--- src/rtl/pc_unit.sv ---
// Program counter with priority next-address selection and a circular
// return-address stack that predicts the target of returns.
module pc_unit #(
    parameter int          ISIZE     = 16,
    parameter int unsigned RESET_VEC = 32'd0,
    parameter int unsigned STEP      = 32'd1,
    parameter int          RAS_DEPTH = 4
) (
    input  logic             clk,
    input  logic             rst,
    input  logic             stall,
    input  logic             redirect_valid,
    input  logic [ISIZE-1:0] redirect_addr,
    input  logic             exc_valid,
    input  logic [ISIZE-1:0] exc_vec,
    input  logic             call,
    input  logic             ret,
    output logic [ISIZE-1:0] currPC,
    output logic [ISIZE-1:0] nextPC,
    output logic             ras_empty,
    output logic             ras_full
);

    localparam int PW = $clog2(RAS_DEPTH);
    localparam int CW = PW + 1;

    logic [ISIZE-1:0] currpc_r;
    logic [ISIZE-1:0] ras_r [RAS_DEPTH];
    logic [PW-1:0]    ptr_r;
    logic [CW-1:0]    count_r;

    logic [ISIZE-1:0] seq_s;
    logic [ISIZE-1:0] top_s;
    logic [ISIZE-1:0] next_s;
    logic [PW-1:0]    top_idx_s;
    logic             act_s;
    logic             empty_s;
    logic             full_s;
    logic             do_push_s;
    logic             do_pop_s;
    logic             do_swap_s;

    // Next-address selection and stack operation decode.
    always_comb begin
        seq_s     = currpc_r + ISIZE'(STEP);
        top_idx_s = ptr_r - PW'(1);
        top_s     = ras_r[top_idx_s];
        empty_s   = (count_r == {CW{1'b0}});
        full_s    = (count_r == CW'(RAS_DEPTH));
        act_s     = ~exc_valid & ~redirect_valid & ~stall;
        // call+ret on a non-empty stack replaces the top in place
        do_swap_s = act_s & call & ret & ~empty_s;
        do_push_s = act_s & call & ~do_swap_s;
        do_pop_s  = act_s & ret & ~call & ~empty_s;
        next_s    = seq_s;
        if (exc_valid) begin
            next_s = exc_vec;
        end else if (redirect_valid) begin
            next_s = redirect_addr;
        end else if (stall) begin
            next_s = currpc_r;
        end else if (ret && !empty_s) begin
            next_s = top_s;
        end else begin
            next_s = seq_s;
        end
    end

    // PC register, stack pointer and occupancy count.
    always_ff @(posedge clk) begin
        if (rst) begin
            currpc_r <= ISIZE'(RESET_VEC);
            ptr_r    <= {PW{1'b0}};
            count_r  <= {CW{1'b0}};
        end else begin
            currpc_r <= next_s;
            if (exc_valid) begin
                ptr_r   <= {PW{1'b0}};
                count_r <= {CW{1'b0}};
            end else if (do_push_s) begin
                // when full, the write slot holds the oldest entry
                ptr_r   <= ptr_r + PW'(1);
                count_r <= full_s ? count_r : count_r + CW'(1);
            end else if (do_pop_s) begin
                ptr_r   <= top_idx_s;
                count_r <= count_r - CW'(1);
            end
        end
    end

    // Stack storage; contents are never observable while empty, so no reset.
    always_ff @(posedge clk) begin
        if (!rst && do_swap_s) begin
            ras_r[top_idx_s] <= seq_s;
        end else if (!rst && do_push_s) begin
            ras_r[ptr_r] <= seq_s;
        end
    end

    assign currPC    = currpc_r;
    assign nextPC    = next_s;
    assign ras_empty = empty_s;
    assign ras_full  = full_s;

endmodule

--- config.mk ---
export PLATFORM = sky130hd
export DESIGN_NAME = pc_unit
export DESIGN_NICKNAME = d
export VERILOG_FILES = /design/src/rtl/pc_unit.sv
export SDC_FILE = /design/constraint.sdc
export NUM_CORES = 1
export LEC_CHECK = 0
export CAP_MARGIN = 5
export CORE_UTILIZATION = 53
export DETAILED_ROUTE_END_ITERATION = 8
export PLACE_DENSITY = 0.9
export RECOVER_POWER = 25
export SYNTH_ARGS = -nofsm -noshare
export SYNTH_HDL_FRONTEND = slang
export SYNTH_SLANG_ARGS = --single-unit
--- constraint.sdc ---
create_clock -name clk -period 2.8 [get_ports clk]
set_input_delay 0.28 -clock clk [delete_from_list [all_inputs] [get_ports clk]]
set_output_delay 0.28 -clock clk [all_outputs]
set_load 0.05 [all_outputs]
Word-level counts from Yosys, hierarchy flattened
Memory sizes are Yosys's and may differ from the RTL's.
Cells that the tools add are included.

cells by class
  add/sub/neg operators = 5
  equality and inequality tests = 2
  mux-type cells = 17
  bitwise logic cells = 15
  reductions and logical operators = 10

operator list
  operator                                          number
  2-to-1 mux 16 bit                                 5
  adder 16 x 1 -> 16 bit, second input constant     1
  OR reduction 16 bit                               1
  AND 1 bit                                         9
  2-to-1 mux 3 bit                                  3
  2-to-1 mux 1 bit                                  6
  2-to-1 mux 2 bit                                  3
  NOT 1 bit                                         6
  adder 3 x 1 -> 3 bit, second input constant       1
  == test 3 bit, second input constant              1
  logical AND 1 bit                                 3
  zero test 3 bit                                   1
  subtractor 3 x 1 -> 3 bit, second input constant  1
  adder 2 x 1 -> 2 bit, second input constant       1
  zero test 1 bit                                   2
  inequality test 2 bit, second input constant      1
  AND reduction 2 bit                               1
  nonzero test 2 bit                                1
  OR reduction 2 bit                                1
  subtractor 2 x 1 -> 2 bit, second input constant  1

storage, ports and cells
  register bits after elaboration = 21
  memory bits (writable) = 64
  input port bits = 39
  output and inout bits = 34
  memories = 1

memory list
  name   words  bits a word  read ports  clocked after memory_dff  write ports  line  source
  ras_r  4      16           1           0                         1            28    logic [ISIZE-1:0] ras_r [RAS_DEPTH];

Depth between registers and ports, before layout
Gate-level depths: netlist of run 1.

  depth in word-level cells = 14
  mapped depth = 8
  mapped depth without buffers = 7

Least setup slack after synthesis of run 1
OpenSTA, ideal clock, no wires.

  path kind = reg-to-output
  start = register currpc_r[1], in the netlist currPC[1]
  end = output nextPC[4]
  data arrival time = 2.669 ns
  required time = 2.520 ns
  setup slack = -0.149 ns
  stages on the path, launching flop included = 6
  cells stage by stage = dfxtp_1 > ha_1 > nand3_1 > xnor2_1 > o22ai_1 > o21ai_0

on the way
  longest elaborated chain between the ends = 5

RTL lines
  what                    line  source
  start, declared         27    logic [ISIZE-1:0] currpc_r;
  start signal, assigned  72    currpc_r <= ISIZE'(RESET_VEC);
  start signal, assigned  76    currpc_r <= next_s;
  adder 16 x 1 -> 16 bit  45    seq_s = currpc_r + ISIZE'(STEP);
  via seq_s[4]            32    logic [ISIZE-1:0] seq_s;
  2-to-1 mux 16 bit       62    end else if (ret && !empty_s) begin
  2-to-1 mux 16 bit       60    end else if (stall) begin
  2-to-1 mux 16 bit       58    end else if (redirect_valid) begin
  2-to-1 mux 16 bit       56    if (exc_valid) begin
  end, declared           19    output logic [ISIZE-1:0] nextPC,

The timed path passes the listed nets, and every way through them passes these cells.

Worst setup path in the final report of run 1
  start = register currpc_r[6], in the netlist currPC[6]
  end = output nextPC[13]

on the way
  longest elaborated chain between the ends = 5

RTL lines
  what                    line
  adder 16 x 1 -> 16 bit  45
  2-to-1 mux 16 bit       62
  2-to-1 mux 16 bit       60
  2-to-1 mux 16 bit       58
  2-to-1 mux 16 bit       56

Every way passes these cells.

==> metrics, run 1 <==
Reg clk slew, reported paths=0.09 ns; crit path max fanout=8; CP startpoint=currPC[6]$_SDFF_PP0_; Slew Limit Fails=0; actual slew at the worst max-slew pin=0.620 ns; Worst slew margin=58.3%; Final Hold Viols=0; syn avg cell area=11.7 um^2; cell count after synthesis=382; peak supply drop=0.000360 V; Final WS setup=0.108 ns; register-to-register setup slack=0.27 ns; Peak Freq=371 MHz; Worst Path Required=2.52 ns; Buffers on Ports=72; area share of the largest cell type after synthesis=43.0%; Pwr Density=477 mW/mm^2; GRT Util Overall=30.1%; Root Buffer=clkbuf_8; Synth Register Bits=85; min cycle time layout=2.69 ns; CTS sink cnt=85; DR pass1 iterations=7; leakage power=1.95 nW; most instantiated cells after synthesis=edfxtp_1 (64), nand2_1 (36), a21oi_1 (22); Reg-to-Reg End=ras_r[2][0]$_DFFE_PP_; pre-CTS setup slack=0.276 ns; setup tns final=0 ns; Reg2Reg Depth=6; clock skew=0.0105 ns; clk_lat worst skew=0.35 ns; area of the core=0.00818 mm^2; initial core utilization=54.7%; ys flop type=edfxtp_1; Routed WL=12300 um; Worst Hold Class=primary input to register; Final period util=96.2%; final hold slack=0.572 ns; Cell Area, Synth=0.00447 mm^2; Yosys top cell by area=edfxtp_1; P&R area growth vs syn=28.7%; yosys warns=0; EDFF count, synth=64; final setup vio count=0; register area share after synthesis=52.4%; Placed Cells=563; Nets=513; Die X=93.8 um; initial DRC count=506; Synth area leaders=edfxtp_1 (43%), dfxtp_1 (9.4%), mux4_2 (8.1%); Syn Nets=423; Layout Utilization=70.4%; asr flop ratio synth=0%; CP endpoint=nextPC[13]; CTS tree=done; ant diodes=0; CP arrival=2.41 ns; CP Class=register to output port; DR DRC count=0; gr ovfl total=0; Crit. End Element=output port; RR Startpoint=count_r[0]$_SDFFE_PP0P_; RSZ-0062 raised after global routing=yes; Vias=3878; total CTS buffers=9; first-pass GRT wire length=19700 um; Max Cap Viol=0; CTS Hold Buffers Added=0; DR WL/cell=21.2 um; Non-Filler Instances=582; routability cong.=0.929; pin count of the biggest net entering global routing=27; number of global-route vias before repair=3911; num ports=73; Startpoint Class=register; Core Rows=33; status=finished clean; hpwl dp=8890 um; Die Y=93.8 um; routed vias/inst=6.66; H-tree Lvls=3; Cell variety after synth=70; die area=0.00880 mm^2; clk buf depth=2; share of layout cells above drive strength 1=19.3%; most common cell in the netlist=edfxtp_1; antenna violations before repair=0; post-route ant nets=0
-- how the worst min path moves through the flow --
stage                                 start                 endpoint  slack, ns  cells after the start
CTS                        redirect_addr[3]     currPC[3]$_SDFF_PP0_       0.56                      3
floorplan                  redirect_addr[3]     currPC[3]$_SDFF_PP0_       0.40                      2
global placement    count_r[1]$_SDFFE_PP0P_  count_r[1]$_SDFFE_PP0P_       0.56                      2
finish                     redirect_addr[3]     currPC[3]$_SDFF_PP0_       0.57                      3
detailed placement  count_r[1]$_SDFFE_PP0P_  count_r[1]$_SDFFE_PP0P_       0.59                      2
global route               redirect_addr[3]     currPC[3]$_SDFF_PP0_       0.60                      3
-- registers in the layout, summed over array words and instances, names as in the netlist --
register,cells
count_r,3
ras_r,64
ptr_r,2
currPC,16
-- metal layers --
layer	up-vias	track usage, %	wire [um]	part of all wire (%)
li1	1686	-	-	-
met1	1835	38.6	4450	36
met2	295	48.3	6160	50
met3	62	5.66	1270	10
met4	0	16.2	459	3.7
met5	-	0	0	0
-- placed cells by master (no fill, tap or decap), drive strengths merged, types with 8 or more instances in the layout --
| master | instances |
|---|---|
| xnor2 | 8 |
| nand3 | 18 |
| a21oi | 22 |
| inv | 14 |
| nor2 | 10 |
| nor2b | 10 |
| dfxtp | 21 |
| clkbuf | 9 |
| a31oi | 11 |
| buf | 50 |
| nand4 | 8 |
| nand2 | 36 |
| edfxtp | 64 |
| nand3b | 9 |
| mux4 | 16 |
| clkdlybuf4s50 | 55 |
-- layout make-up --
cell class | count | area [um^2]
fill | 554 | 2420
sequential | 85 | 2340
timing repair buffer | 106 | 1110
multi-input combinational | 256 | 1950
tap | 105 | 131
clock buffer | 9 | 124
clock inverter | 7 | 42.5
inverter | 14 | 52.6
-- timing repair --
action / 4_1_cts / 5_1_grt
buffers inserted: 3 / 0
endpoints found under the setup margin: 4 / 1
pin swaps: 1 / 0
resized for setup: 1 / 0
-- cells by family (layout without fill, tap and decap cells) --
group,Yosys count,in the layout,synth area share (%)
and+or+nand+nor,132,132,16.8
AOI/OAI and AO/OA,89,89,14.4
DFF,85,85,52.4
buffers and inverters,41,136,4.12
muxes,21,21,9.21
xor gates and xnor gates,12,12,2.35
adders and majority gates,2,2,0.728
-- where the power goes --
group | total (mW) | switching (mW) | internal (mW)
clock | 0.753 | 0.438 | 0.314
combinational | 0.578 | 0.334 | 0.243
sequential | 1.42 | 0.0343 | 1.38
total | 2.75 | 0.807 | 1.94
-- worst max-delay path: stages, from the launching register on --
cell and delay (ns):
dfxtp_1 0.53, nand3_1 0.30, nor4_1 0.65, or4b_4 0.25, nand3_1 0.14, buf_12 0.20
-- per-stage QoR --
stage                     power [mW]  cell area (um^2)
after floorplan                 1.75              4470
after global placement          2.00              5560
after detailed placement        2.01              5560
after CTS                       2.74              5750
after global routing            2.84              5750
final                           2.75              5750
(Power assumes the default switching activity.)
==> run 2: changes to the inputs <==
HOLD_SLACK_MARGIN = 0.1   (was unset)
==> results of run 2 <==
No change in the layout: final DEF, timing and power equal those of run 1.
